<file path="config.mk">
export PLATFORM = sky130hd
export DESIGN_NAME = cpu_bus_sram_target
export DESIGN_NICKNAME = d
export VERILOG_FILES = /design/src/rtl/cpu_bus_sram_target.sv
export SDC_FILE = /design/constraint.sdc
export NUM_CORES = 1
export LEC_CHECK = 0
export BUFFER_PORTS_ARGS = -buffer_cell sky130_fd_sc_hd__buf_2
export CAP_MARGIN = 20
export CELL_PAD_IN_SITES_DETAIL_PLACEMENT = 0
export CELL_PAD_IN_SITES_GLOBAL_PLACEMENT = 2
export CORE_MARGIN = 2
export CORE_UTILIZATION = 35
export CTS_CLUSTER_DIAMETER = 150
export DETAILED_ROUTE_END_ITERATION = 8
export PLACE_DENSITY_LB_ADDON = 0.15
export SYNTH_ARGS = -nofsm -noshare
export SYNTH_HDL_FRONTEND = slang
export SYNTH_SLANG_ARGS = --single-unit
</file>
<file path="constraint.sdc">
create_clock -name i_clock -period 6.8 [get_ports i_clock]
set_input_delay 0.68 -clock i_clock [delete_from_list [all_inputs] [get_ports i_clock]]
set_output_delay 0.68 -clock i_clock [all_outputs]
set_load 0.01 [all_outputs]
</file>
<file path="src/rtl/cpu_bus_sram_target.sv">
// CPU request/ready bus target that splits each 32-bit word access into two
// 16-bit accesses to an asynchronous SRAM, with programmable wait states.
module cpu_bus_sram_target #(
  parameter int unsigned WAIT_STATES = 2,
  parameter int unsigned ADDR_WIDTH  = 18
) (
  input  logic                  i_clock,
  input  logic                  i_reset,
  input  logic                  i_bus_rw,
  input  logic                  i_bus_request,
  output logic                  o_bus_ready,
  input  logic [31:0]           i_bus_address,
  output logic [31:0]           o_bus_rdata,
  input  logic [31:0]           i_bus_wdata,
  output logic [ADDR_WIDTH-1:0] o_sram_address,
  output logic [15:0]           o_sram_wdata,
  input  logic [15:0]           i_sram_rdata,
  output logic                  o_sram_data_oe,
  output logic                  o_sram_ce_n,
  output logic                  o_sram_oe_n,
  output logic                  o_sram_we_n
);

  typedef enum logic [3:0] {
    IDLE, RD_LO, RD_HI,
    WR_LO_SETUP, WR_LO_PULSE, WR_LO_HOLD,
    WR_HI_SETUP, WR_HI_PULSE, WR_HI_HOLD,
    DONE, RELEASE
  } state_t;

  localparam logic [3:0] WAIT_LAST = 4'(WAIT_STATES);

  state_t                state;
  logic [3:0]            wait_cnt;
  logic [ADDR_WIDTH-2:0] word;
  logic [15:0]           rd_lo;
  logic                  wait_done;

  // Byte-lane and out-of-range address bits carry no meaning for this target.
  logic unused_bits;
  assign unused_bits = ^{i_bus_address[31:ADDR_WIDTH+1], i_bus_address[1:0]};

  assign wait_done = (wait_cnt == WAIT_LAST);

  always_ff @(posedge i_clock or negedge i_reset) begin
    if (!i_reset) begin
      state          <= IDLE;
      wait_cnt       <= '0;
      word           <= '0;
      rd_lo          <= '0;
      o_bus_ready    <= 1'b0;
      o_bus_rdata    <= '0;
      o_sram_address <= '0;
      o_sram_wdata   <= '0;
      o_sram_data_oe <= 1'b0;
      o_sram_ce_n    <= 1'b1;
      o_sram_oe_n    <= 1'b1;
      o_sram_we_n    <= 1'b1;
    end else begin
      o_bus_ready <= 1'b0;
      case (state)
        IDLE: begin
          if (i_bus_request) begin
            word           <= i_bus_address[ADDR_WIDTH:2];
            wait_cnt       <= '0;
            o_sram_address <= {i_bus_address[ADDR_WIDTH:2], 1'b0};
            o_sram_ce_n    <= 1'b0;
            if (i_bus_rw) begin
              state          <= WR_LO_SETUP;
              o_sram_data_oe <= 1'b1;
              o_sram_wdata   <= i_bus_wdata[15:0];
            end else begin
              state       <= RD_LO;
              o_sram_oe_n <= 1'b0;
            end
          end
        end
        RD_LO: begin
          if (wait_done) begin
            rd_lo          <= i_sram_rdata;
            wait_cnt       <= '0;
            o_sram_address <= {word, 1'b1};
            state          <= RD_HI;
          end else begin
            wait_cnt <= wait_cnt + 4'd1;
          end
        end
        RD_HI: begin
          if (wait_done) begin
            o_bus_rdata <= {i_sram_rdata, rd_lo};
            o_bus_ready <= 1'b1;
            o_sram_ce_n <= 1'b1;
            o_sram_oe_n <= 1'b1;
            state       <= DONE;
          end else begin
            wait_cnt <= wait_cnt + 4'd1;
          end
        end
        WR_LO_SETUP, WR_HI_SETUP: begin
          wait_cnt    <= '0;
          o_sram_we_n <= 1'b0;
          state       <= (state == WR_LO_SETUP) ? WR_LO_PULSE : WR_HI_PULSE;
        end
        WR_LO_PULSE, WR_HI_PULSE: begin
          if (wait_done) begin
            o_sram_we_n <= 1'b1;
            state       <= (state == WR_LO_PULSE) ? WR_LO_HOLD : WR_HI_HOLD;
          end else begin
            wait_cnt <= wait_cnt + 4'd1;
          end
        end
        WR_LO_HOLD: begin
          // Upper write data is taken only now, as the high half's setup begins.
          o_sram_address <= {word, 1'b1};
          o_sram_wdata   <= i_bus_wdata[31:16];
          state          <= WR_HI_SETUP;
        end
        WR_HI_HOLD: begin
          o_bus_ready    <= 1'b1;
          o_sram_ce_n    <= 1'b1;
          o_sram_data_oe <= 1'b0;
          state          <= DONE;
        end
        DONE: state <= RELEASE;
        RELEASE: begin
          if (!i_bus_request) state <= IDLE;
        end
        default: state <= IDLE;
      endcase
    end
  end

endmodule

</file>
# Word-level counts from Yosys, hierarchy flattened
# Index checks and enable logic that the tools add are counted.
[totals]
elab_cells = 85
regBits = 112
output_inout_bits = 71
[classes]
addsub = 1
n_reduce_logical = 22
mux = 31
eq_ne = 19
[ops]
columns = ["operator", "count"]
rows = [
  ["$pmux W18 S3", 1],
  ["$mux W18", 2],
  ["$mux W4", 9],
  ["$pmux W4 S9", 1],
  ["$mux W16", 2],
  ["$pmux W16 S2", 1],
  ["$eq A4 B3 Y1 const B", 4],
  ["$ne A2 B2 Y1 const B", 8],
  ["$pmux W4 S4", 1],
  ["$reduce_and A3 Y1", 5],
  ["$eq A4 B2 Y1 const B", 3],
  ["$eq A4 B4 Y1 const B", 3],
  ["$pmux W1 S2", 4],
  ["$reduce_and A2 Y1", 4],
  ["$reduce_bool A2 Y1", 4],
  ["$mux W1", 7],
  ["$reduce_bool A3 Y1", 2],
  ["$reduce_and A5 Y1", 1],
  ["$add A4 B1 Y4 const B", 1],
  ["$eq A4 B1 Y1 const B", 1],
  ["$logic_not A4 Y1", 1],
  ["$mux W2", 2],
  ["$reduce_and A4 Y1", 1],
  ["$reduce_bool A4 Y1", 1],
  ["3 further kinds", 4],
]

# Depth between registers and ports, before layout
# Gate-level depths: netlist of run 1.
[logic_depth]
ltp_word = 4
mapped_depth = 7
depth_no_buf = 6

# Worst setup path before layout of run 1
# OpenSTA, ideal clock, no wires.
[synth_path]
kind = "register to register"
startpoint = "register wait_cnt[0]"
endpoint = "register rd_lo[10]"
t_arrival_ns = 1.999
stages_incl_launch_ff = 8
synth_period_minus_slack_ns = 2.124
setup_slack_ns = 4.676
required_time_ns = 6.675
cell_sequence = "dfrtp_1 > inv_1 > ha_1 > or3b_1 > buf_2 > nor4_4 > buf_6 > mux2_2"
[synth_via]
elab_chain_cells = 2
[synth_lines]
columns = ["element", "line_no", "text"]
rows = [
  ["start, declared", "34", "logic [3:0] wait_cnt;"],
  ["start signal, assigned", "85", "wait_cnt <= wait_cnt + 4'd1;"],
  ["start signal, assigned", "96", "wait_cnt <= wait_cnt + 4'd1;"],
  ["start signal, assigned", "109", "wait_cnt <= wait_cnt + 4'd1;"],
  ["$eq A4 B2 Y1", "43", "assign wait_done = (wait_cnt == WAIT_LAST);"],
  ["$reduce_and A2 Y1 (no line)", "n/a", ""],
  ["end signal, assigned", "80", "rd_lo <= i_sram_rdata;"],
  ["end, declared", "36", "logic [15:0] rd_lo;"],
]
# Every way passes these cells.
# A chain may end at the register's enable or synchronous reset.

# Final worst setup path of run 1
[layout_path]
startpoint = "register state[0]"
endpoint = "register o_sram_wdata[15]"
[layout_via]
elab_chain_cells = 3
elab_cells_between_ends = 7
cone_classes = "eq/ne (3); mux (1); reduce/logical (3)"
[layout_lines]
columns = ["element", "line_no", "text"]
rows = [
  ["start, declared", "33", "state_t state;"],
  ["start signal, assigned", "102", "state <= (state == WR_LO_SETUP) ? WR_LO_PULSE : WR_HI_PULSE;"],
  ["start signal, assigned", "107", "state <= (state == WR_LO_PULSE) ? WR_LO_HOLD : WR_HI_HOLD;"],
  ["$eq A4 B3 Y1 or $logic_not A4 Y1 (tied branches)", "61", "case (state)"],
  ["$reduce_bool A2 Y1 (no line) or $ne A2 B2 Y1 (tied branches)", "n/a", ""],
  ["$reduce_and A3 Y1 (no line)", "n/a", ""],
  ["end signal, assigned", "71", "o_sram_wdata <= i_bus_wdata[15:0];"],
  ["end signal, assigned", "115", "o_sram_wdata <= i_bus_wdata[31:16];"],
  ["end, declared", "16", "output logic [15:0] o_sram_wdata,"],
]
# Several ways; a longest one is shown, not always the timed one.

==> results.md, run 1 <==
- Vias: between 3,000 and 4,000
- Register-to-register setup slack: ~4100 ps
- Setup violations, final: 0
- Initial core utilization: 0.359
- Routed Antenna Nets: 0
- Yosys reg bits: ~110
- EDFF count, synth: 0
- Complex-gate fraction of the synthesized area: 0.0833
- Share of cells above drive strength 1: 0.456
- DR iter-0 viols: 84
- Endpoints failing hold: 0
- # fillers: around 1,300
- Reg-to-Reg Start: state[0]$_DFFE_PN0P_
- Synthesis Warnings: 0
- Synth Area in XOR/XNOR: 0.00367
- Die area: ~15,000 µm²
- Post-synthesis adder-cell area fraction: 0.00524
- Pwr dens: 442 nW/µm²
- Seq/Total Area, Yosys: 0.588
- CP endpoint kind: flip-flop
- Post-synth top cells: 109 x dfrtp_1, 65 x mux2_2, 39 x o21ai_0
- Ant diodes: 0
- Core area: 13,300 µm²
- # resized after CTS: 0
- Top-count cell post-synth: dfrtp_1
- Hold Crit Class: input port to async pin
- Slew Viols, Final: 0
- Critical Path AT: between 2000 and 3000 ps
- Synth Area in Simple Gates: 0.0655
- Std cell rows: 42
- Fin cells: between 600 and 700
- CTS root buf: clkbuf_16
- Fin crit share: 0.394
- Max stage delay on crit path: between 800 and 900 ps
- Synth cell types: between 40 and 50
- Post-DP HPWL: 7.27 mm
- Most area-consuming cells after synthesis: dfrtp_1 57%, mux2_2 15%, mux2i_1 7.3%, o21ai_0 4.1%, nand2_1 2.8%
- Worst-Margin Slew: around 1000 ps
- CTS Buf Count: 9
- Final WL: 10.4 mm
- Unrepaired setup endpoints after global routing: false
- Global-route wire length before repair: about 17 mm
- GRT overflow: 0
- Nets: just under 600
- Mapped Area: between 4000 and 5000 µm²
- Die height: between 100 and 150 µm
- CP max stage cell: nor2_2
- Worst vdd rail ir drop: about 0.00020 V
- Crit path time final: between 2000 and 3000 ps
- Peak Freq: 374 MHz
- Initial antenna violation count: 0
- Setup bufs post-CTS: 0
- CTS hold repair buffers: 0
- Clk sink count: approximately 110
- Crit start category: flip-flop
- Drt first pass iters: 4
- CTS tree: built
- R2R Path End: o_sram_wdata[15]$_DFFE_PN0P_
- Syn nets: around 460
- Skew final: between 7 and 8 ps
- Relative max-transition margin: 0.325
- Wire per inst: between 15 and 20 µm
- Die width: ~120 µm
- GRT Util Overall: 0.146
- Largest family of logic cells by synthesized area: multiplexers
- Placed insts: 671
- Post-Syn Instances: 373
- Status: finished clean
- Worst skew pair latency: about 350 ps
- Crit-path cells: buf_4, nand2b_1, nor2_2, mux2i_1, o21ai_0
- Predominant post-synthesis flop cell: dfrtp_1
- Port Buf Inserts: between 100 and 150
- Residual DRC: 0
- Critical path required time: roughly 7000 ps
- Post-DR vias/cell: between 4 and 5
- Total negative setup slack: 0 ps
- P_leak: 3.01 nW
- Crit Path Max Fanout: 25
- Routability Congestion: between 0.7 and 0.8
- Pin count of the biggest net entering global routing: 70
- Synth area leader: dfrtp_1
- Post-synth ARST share: 1.00
- H-tree Lvls: 3
- Yosys top cell area share: 0.571
- Io pins: around 160
- FF-to-FF path depth: 5
- Area Growth Syn to Fin: 25.2%
- Max-Cap Viols: 0
- Clock buffer depth: 2
- Syn Area/Cell: approximately 13 µm²
- Vias in the first global route: ~3,300
- Worst setup path category: flip-flop to flip-flop
- Mux share of post-synthesis cell area: 0.227
- CTS clock-pin slew for the worst setup and hold paths: about 70 ps
through the flow:
stage	hold slack (ps)	total power [W]	util	instance area (µm²)	setup WS (ps)
floorplan	384	0.00173	-	4770	4680
global placement	459	0.00207	0.423	5630	3990
detailed placement	466	0.00210	0.423	5630	3960
CTS	347	0.00268	0.448	5950	3970
global route	372	0.00285	0.450	5980	3850
finish	320	0.00264	0.450	5980	4120
worst max path at each step:
stage / endpoint / from / depth (start not counted)
detailed placement: rd_lo[5]$_DFFE_PN0P_ / state[0]$_DFFE_PN0P_ / 4
global route: o_sram_wdata[14]$_DFFE_PN0P_ / state[0]$_DFFE_PN0P_ / 5
floorplan: rd_lo[10]$_DFFE_PN0P_ / wait_cnt[0]$_DFFE_PN0P_ / 7
global placement: rd_lo[12]$_DFFE_PN0P_ / state[0]$_DFFE_PN0P_ / 4
CTS: rd_lo[5]$_DFFE_PN0P_ / state[0]$_DFFE_PN0P_ / 4
finish: o_sram_wdata[15]$_DFFE_PN0P_ / state[0]$_DFFE_PN0P_ / 5
critical path, delay by kind of cell (launching register included):
kind,cells,cell delay (ps)
compound gates,1,90
buf+inv,1,420
flops,1,710
mux,1,300
simple gates,2,1020
layout make-up:
class | instances | area [µm²] | share of cell area
Clock buffer | 9 | 225 | 0.0377
Clock inverter | 7 | 101 | 0.0169
Inverter | 5 | 18.8 | 0.00314
Multi-Input combinational cell | 234 | 1850 | 0.309
Sequential cell | 112 | 2810 | 0.469
Tap cell | 176 | 220 | 0.0368
Timing Repair Buffer | 146 | 762 | 0.127
routing by layer:
layer | wire length, µm | track usage | vias up
met1 | 4730 | 0.191 | 1584
met2 | 4880 | 0.228 | 81
met5 | 0 | 0 | -
met3 | 648 | 0.0458 | 9
li1 | - | - | 1598
met4 | 125 | 0.0531 | 0
cell families after synthesis:
| family | count (synthesis) |
|---|---|
| compound gates | 68 |
| xor+xnor | 2 |
| fa+ha+maj | 2 |
| buf+inv | 27 |
| flops | 112 |
| mux | 100 |
| simple gates | 62 |
layout by cell type, fill, tap and decap left out, drive strengths merged, types with 2 or more instances in the layout:
cell type  count
dfstp          3
o22ai          2
nand2b         6
nor2           5
a21o           3
clkbuf         9
buf          146
bufinv         2
o2bb2ai        2
nand2         35
xnor2          2
a31oi          4
ha             2
a21oi          6
mux2i         35
clkinvlp       2
dfrtp        109
a221oi         3
nand3          2
nor3           3
nor2b          3
o21ai         41
o221ai         2
mux2          65
inv            7
sequential cells by signal, summed over array words and instances (netlist names):
name,flops
o_sram_wdata,16
o_sram_data_oe,1
o_sram_ce_n,1
o_bus_ready,1
wait_cnt,4
state,4
o_sram_oe_n,1
o_sram_address,18
o_sram_we_n,1
word,17
rd_lo,16
o_bus_rdata,32
where the power goes:
| group | internal (W) | switching (W) |
|---|---|---|
| clock network | 0.000326 | 0.000251 |
| registers | 0.000939 | 0.000166 |
| logic | 0.000457 | 0.000503 |
| total | 0.00172 | 0.000920 |
Power figures use the tool's default switching activity.
==> run 2, diff against run 1 <==
--- a/config.mk
+++ b/config.mk
@@ -10,7 +10,7 @@
 export CELL_PAD_IN_SITES_DETAIL_PLACEMENT = 0
 export CELL_PAD_IN_SITES_GLOBAL_PLACEMENT = 2
 export CORE_MARGIN = 2
-export CORE_UTILIZATION = 35
+export CORE_UTILIZATION = 32
 export CTS_CLUSTER_DIAMETER = 150
 export DETAILED_ROUTE_END_ITERATION = 8
 export PLACE_DENSITY_LB_ADDON = 0.15
==> constraint.sdc (replaced) <==
create_clock -name i_clock -period 2.8 [get_ports i_clock]
set_input_delay 0.28 -clock i_clock [delete_from_list [all_inputs] [get_ports i_clock]]
set_output_delay 0.28 -clock i_clock [all_outputs]
set_load 0.01 [all_outputs]
==> run 2 against run 1 <==
Flip-flop and latch count is the same; maximum frequency rose by 24%; combinational power grew 140%; clock skew is 1.1 ps higher; via count increased by 0.24%; critical path depth rose by 1; sequential power rose by 140%; register-to-register slack got worse by 3500 ps; routed wire length rose by 0.34%; count of clock-buffer cells in the layout up 2; setup slack lost 3500 ps; largest cell class unchanged; largest power group unchanged.
==> results.md, run 2 (same netlist as run 1, synthesis figures left out) <==
- Initial antenna violation count: 0
- Skew final: 8.38 ps
- Ant diodes: 0
- Io pins: around 160
- Total Power: roughly 0.0064 W
- CTS clock-pin slew for the worst setup and hold paths: around 80 ps
- Hold Path End: word[13]$_DFFE_PN0P_
- Critical path required time: between 3000 and 4000 ps
- CTS Buf Count: 9
- Final WL: about 10 mm
- Biggest regs: o_bus_rdata: 32 flops, o_sram_address: 18 flops, word: 17 flops
- Setup violations, final: 0
- GR Layer Usage met1: 0.183
- Wire per inst: 14.8 µm
- Crit Path Max Fanout: 16
- Most common cell after layout, fill and taps aside: buf_2
- Reg-to-Reg Start: wait_cnt[0]$_DFFE_PN0P_
- Switch Pwr: 0.00223 W
- Worst setup path category: flip-flop to flip-flop
- GRT overflow: 0
- Max stage delay on crit path: about 480 ps
- DR iter-0 viols: 95
- Worst skew pair latency: between 300 and 400 ps
- Worst-Margin Slew: about 640 ps
- Vias in the first global route: approximately 3,400
- Number of flip-flops in the largest register: 32
- Register-to-register setup slack: ~640 ps
- Hold Crit Class: input port to flip-flop
- P_leak: slightly above 3 nW
- Crit start category: flip-flop
- Clock network fraction of total power: 0.213
- Die area: between 15,000 and 20,000 µm²
- Endpoints failing hold: 0
- Routed Antenna Nets: 0
- Core area: around 15,000 µm²
- H-tree Lvls: 3
- Design area: 6030 µm²
- Residual DRC: 0
- FF-to-FF path depth: 6
- CTS hold repair buffers: 1
- Crit path time final: between 2000 and 2500 ps
- Worst hold path stage count: 2
- Crit-path cells: inv_1, ha_1, or3b_1, nor4_4, buf_4, mux2_2
- Pin count of the biggest net entering global routing: roughly 60
- P_int: a little over 0.004 W
- Most frequent cells in the layout: 138 x buf_2, 109 x dfrtp_1, 65 x mux2_2
- Vias: around 3,300
- # resized after CTS: 0
- Status: finished clean
- Placed cell areas: between 5000 and 6000 µm²
- Routability Congestion: approximately 0.75
- Post-DR vias/cell: approximately 4.7
- Total negative setup slack: 0 ps
- Area Growth Syn to Fin: 26.3%
- Initial core utilization: 0.329
- Drt first pass iters: 4
- R2R Path End: rd_lo[12]$_DFFE_PN0P_
- Share of cells above drive strength 1: 0.459
- Peak Freq: 463 MHz
- Worst vdd rail ir drop: between 0.0003 and 0.0004 V
- Clock buffer depth: 2
- Biggest register: o_bus_rdata
- Std cell rows: 44
- CP endpoint kind: flip-flop
- CTS root buf: clkbuf_16
- Nets: ~600
- Fin crit share: 0.772
- Slew Viols, Final: 0
- HP Start: i_bus_address[15]
- Die height: roughly 130 µm
- Pwr dens: around 1100 nW/µm²
- Die width: between 100 and 150 µm
- GRT Util Overall: 0.139
- GR peak layer: met2
- Sequential share of power: 0.418
- Worst hold slack: roughly 170 ps
- Setup bufs post-CTS: 0
- CP max stage cell: or3b_1
- Global-route wire length before repair: 17.6 mm
- Post-DP HPWL: 7.33 mm
- Clk sink count: about 110
- Sw frac: 0.349
- Unrepaired setup endpoints after global routing: false
- Met3 GRT Util: 0.0353
- CTS tree: built
- Port Buf Inserts: between 100 and 150
- M2 GR Usage: 0.216
- Comb power frac: 0.369
- Max-Cap Viols: 0
- Relative max-transition margin: 0.568
- Critical Path AT: approximately 2400 ps
run 2: worst max-delay path, delay by kind of cell, from the launching register on:
| family | cells | cell delay (ps) |
|---|---|---|
| simple gates | 2 | 710 |
| buf+inv | 2 | 390 |
| mux | 1 | 370 |
| fa+ha+maj | 1 | 180 |
| flops | 1 | 400 |
run 2: area by class of cell:
cell class                      count  area, µm²
Sequential cell                   112       2810
Clock inverter                      5       61.3
Fill cell                        1459       8500
Multi-Input combinational cell    234       1850
Timing Repair Buffer              151        816
Clock buffer                       11        253
Tap cell                          184        230
Inverter                            5       18.8
run 2: metrics by stage:
stage / std cells / worst slack (ps) / util
finish: 702 / 639 / 0.415
global route: 702 / 478 / 0.415
CTS: 702 / 611 / 0.415
detailed placement: 685 / 625 / 0.393
global placement: 685 / 671 / 0.393
floorplan: 373 / 676 / -
run 2: worst max path at each step:
stage	from	depth (start not counted)	slack [ps]	to
detailed placement	wait_cnt[0]$_DFFE_PN0P_	6	630	rd_lo[12]$_DFFE_PN0P_
global route	wait_cnt[0]$_DFFE_PN0P_	6	480	rd_lo[11]$_DFFE_PN0P_
floorplan	wait_cnt[0]$_DFFE_PN0P_	7	680	rd_lo[10]$_DFFE_PN0P_
CTS	wait_cnt[0]$_DFFE_PN0P_	6	610	rd_lo[12]$_DFFE_PN0P_
global placement	wait_cnt[0]$_DFFE_PN0P_	6	670	rd_lo[11]$_DFFE_PN0P_
finish	wait_cnt[0]$_DFFE_PN0P_	6	640	rd_lo[12]$_DFFE_PN0P_
run 2: routing by layer:
layer	wire length [µm]	share of wire	vias to the layer above
li1	-	-	1606
met1	4750	0.46	1584
met2	4880	0.47	79
met3	617	0.059	11
met4	173	0.017	0
met5	0	0	-
run 2: power by group through the flow:
stage	combinational (W)	sequential, W	clock (W)
detailed placement	0.00241	0.00271	0
finish	0.00235	0.00267	0.00136
floorplan	0.00141	0.00280	0
global route	0.00263	0.00279	0.00147
global placement	0.00238	0.00267	0
CTS	0.00241	0.00268	0.00141
==> run 3, diff against run 2 <==
--- a/config.mk
+++ b/config.mk
@@ -5,12 +5,13 @@
 export SDC_FILE = /design/constraint.sdc
 export NUM_CORES = 1
 export LEC_CHECK = 0
+export ABC_AREA = 1
 export BUFFER_PORTS_ARGS = -buffer_cell sky130_fd_sc_hd__buf_2
 export CAP_MARGIN = 20
 export CELL_PAD_IN_SITES_DETAIL_PLACEMENT = 0
 export CELL_PAD_IN_SITES_GLOBAL_PLACEMENT = 2
 export CORE_MARGIN = 2
-export CORE_UTILIZATION = 32
+export CORE_UTILIZATION = 26
 export CTS_CLUSTER_DIAMETER = 150
 export DETAILED_ROUTE_END_ITERATION = 8
 export PLACE_DENSITY_LB_ADDON = 0.15
==> constraint.sdc (replaced) <==
create_clock -name i_clock -period 1.9 [get_ports i_clock]
set_input_delay 0.19 -clock i_clock [delete_from_list [all_inputs] [get_ports i_clock]]
set_output_delay 0.19 -clock i_clock [all_outputs]
set_load 0.01 [all_outputs]
==> run 3 against run 2 <==
Routed wire length rose by 33%; final area rose by 9.3%; core utilization fell by 7.4 points; highest routed layer unchanged; synthesized cell count rose by 68%; via count rose by 35%.
==> results.md, run 3 <==
- Hold Crit Class: input port to flip-flop
- Pwr dens: about 1600 nW/µm²
- Synth area leader: dfrtp_1
- Biggest register: o_bus_rdata
- Post-synth top cells: 248 x nand2_1, 109 x dfrtp_1, 79 x o21ai_0
- HP Start: i_sram_rdata[14]
- FF-to-FF path depth: 9
- Synth cell types: 26
- Placed insts: around 1,000
- Initial core utilization: 0.264
- Vias in the first global route: between 4,000 and 5,000
- H-tree Lvls: 3
- Syn nets: just over 700
- R2R Path End: wait_cnt[3]$_DFFE_PN0P_
- Skew final: 14.9 ps
- Predominant post-synthesis flop cell: dfrtp_1
- Die height: 144 µm
- Wire per inst: between 10 and 15 µm
- Pin count of the biggest net entering global routing: roughly 60
- Global-route wire length before repair: between 20 and 25 mm
- Worst hold path stage count: 3
- Residual DRC: 0
- Port Buf Inserts: roughly 140
- Routability Congestion: about 0.80
- Ant diodes: 0
- Post-DR vias/cell: around 4.2
- Register-to-register setup slack: 160 ps
- Critical path required time: 2130 ps
- P_leak: approximately 3.6 nW
- Peak Freq: roughly 570 MHz
- Initial antenna violation count: 0
- Endpoints failing hold: 0
- Relative max-transition margin: 0.689
- CTS root buf: clkbuf_16
- # fillers: about 2,100
- Yosys reg bits: between 100 and 150
- Fin cells: approximately 1,100
- Reg-to-Reg Start: wait_cnt[0]$_DFFE_PN0P_
- Syn Area/Cell: a little over 8 µm²
- Worst skew pair latency: around 360 ps
- Synthesis Warnings: 0
- Dpl ws: -188 ps
- Core area: 19,300 µm²
- Critical Path AT: 1970 ps
- Vias: approximately 4,400
- Most frequent cells in the layout: 248 x nand2_1, 138 x buf_2, 109 x dfrtp_1
- Biggest regs: o_bus_rdata: 32 flops, o_sram_address: 18 flops, word: 17 flops
- Worst setup path category: flip-flop to flip-flop
- Mapped Area: 5100 µm²
- Most common cell after layout, fill and taps aside: nand2_1
- Slew Viols, Final: 0
- Io pins: roughly 160
- Hold Path End: rd_lo[14]$_DFFE_PN0P_
- Top-count cell post-synth: nand2_1
- Max-Cap Viols: 0
- Crit path time final: about 1700 ps
- Yosys top cell area share: 0.535
- Post-DP HPWL: around 9.9 mm
- CTS Buf Count: 9
- Setup violations, final: 0
- Final WL: between 10 and 15 mm
- EDFF count, synth: 0
- Fin crit share: 0.915
- Drt first pass iters: 6
- GRT Util Overall: 0.137
- Seq/Total Area, Yosys: 0.551
- Number of flip-flops in the largest register: 32
- GRT overflow: 0
- Crit Path Max Fanout: 19
- Die area: roughly 21,000 µm²
- Worst-Margin Slew: between 400 and 500 ps
- Total Power: around 0.011 W
- Final Core Density: 0.341
- Post-Syn Instances: between 600 and 700
- Routed Antenna Nets: 0
- Unrepaired setup endpoints after global routing: true
- Status: finished clean
- CTS tree: built
- Nets: a little under 900
- Std cell rows: 51
- Area Growth Syn to Fin: 29.3%
- Clk sink count: around 110
- CTS clock-pin slew for the worst setup and hold paths: 80 ps
- Post-synth ARST share: 1.00
- Crit start category: flip-flop
- CP endpoint kind: flip-flop
- Clock buffer depth: 2
- Share of cells above drive strength 1: 0.266
- Worst vdd rail ir drop: 0.000577 V
- DR iter-0 viols: ~120
- Setup ws final: around 160 ps
- Die width: between 100 and 150 µm
- Most area-consuming cells after synthesis: dfrtp_1 54%, nand2_1 18%, o21ai_0 7.8%, inv_1 3.2%, nand3_1 2.7%
-- run 3: worst max-delay path: stages, from the launching register on --
cell	delay (ps)
dfrtp_1	350
inv_1	70
ha_1	210
nand2_1	110
nor2_4	70
buf_12	160
nand2_2	170
nand3_1	90
nor2_1	270
o21ai_0	130
-- run 3: layout make-up --
| cell class | instances | area [µm²] | area share |
|---|---|---|---|
| Clock inverter | 6 | 61.3 | 0.00930 |
| Multi-Input combinational cell | 442 | 1980 | 0.301 |
| Clock buffer | 10 | 239 | 0.0363 |
| Inverter | 48 | 180 | 0.0273 |
| Tap cell | 265 | 332 | 0.0503 |
| Sequential cell | 112 | 2810 | 0.426 |
| Timing Repair Buffer | 167 | 986 | 0.150 |
-- run 3: kinds of logic (layout without fill, tap and decap cells) --
| family | count (synthesis) | after routing | share of synthesized area |
|---|---|---|---|
| xor gates and xnor gates | 2 | 2 | 0.00344 |
| and+or+nand+nor | 327 | 328 | 0.267 |
| DFF | 112 | 112 | 0.551 |
| buffers and inverters | 74 | 231 | 0.0651 |
| AOI/OAI and AO/OA | 110 | 110 | 0.109 |
| adders and majority gates | 2 | 2 | 0.00491 |
-- run 3: how the worst max path moves through the flow --
stage	endpoint	slack (ps)	start
after global placement	state[1]$_DFFE_PN0P_	-150	wait_cnt[0]$_DFFE_PN0P_
after CTS	o_bus_rdata[27]$_DFFE_PN0P_	60	wait_cnt[0]$_DFFE_PN0P_
after global routing	o_bus_rdata[30]$_DFFE_PN0P_	7	wait_cnt[0]$_DFFE_PN0P_
after detailed placement	state[3]$_DFFE_PN0P_	-190	wait_cnt[0]$_DFFE_PN0P_
after floorplan	rd_lo[10]$_DFFE_PN0P_	360	wait_cnt[0]$_DFFE_PN0P_
final	wait_cnt[3]$_DFFE_PN0P_	160	wait_cnt[0]$_DFFE_PN0P_
-- run 3: repair_timing --
action | 4_1_cts | 5_1_grt
cloned | 0 | 1
hold endpoints to repair | 101 | 0
hold buffers | 1 | 0
resized for setup | 2 | 8
pin swaps | 0 | 2
setup buffers | 0 | 1
endpoints found under the setup margin | 23 | 30
-- run 3: power by group --
| group | switching, W | internal, W | total, W |
|---|---|---|---|
| combinational | 0.00302 | 0.00180 | 0.00482 |
| sequential | 0.000543 | 0.00355 | 0.00409 |
| clock | 0.000982 | 0.000962 | 0.00194 |
-- run 3: routing by layer --
| metal | vias to the layer above | track usage | share of wire |
|---|---|---|---|
| met5 | - | 0 | 0 |
| met4 | 0 | 0.0372 | 0.0076 |
| met3 | 9 | 0.0387 | 0.063 |
| met2 | 115 | 0.215 | 0.45 |
| met1 | 2035 | 0.185 | 0.48 |
| li1 | 2285 | - | - |
-- run 3: through the flow --
step	area (µm²)	TNS (ps)	hold WS, ps
2_1_floorplan	5100	0	-106
3_3_place_gp	6220	-1250	50.5
3_5_place_dp	6220	-2180	51.1
4_1_cts	6540	0	74.9
5_1_grt	6590	0	96.2
6_report	6590	0	90.8
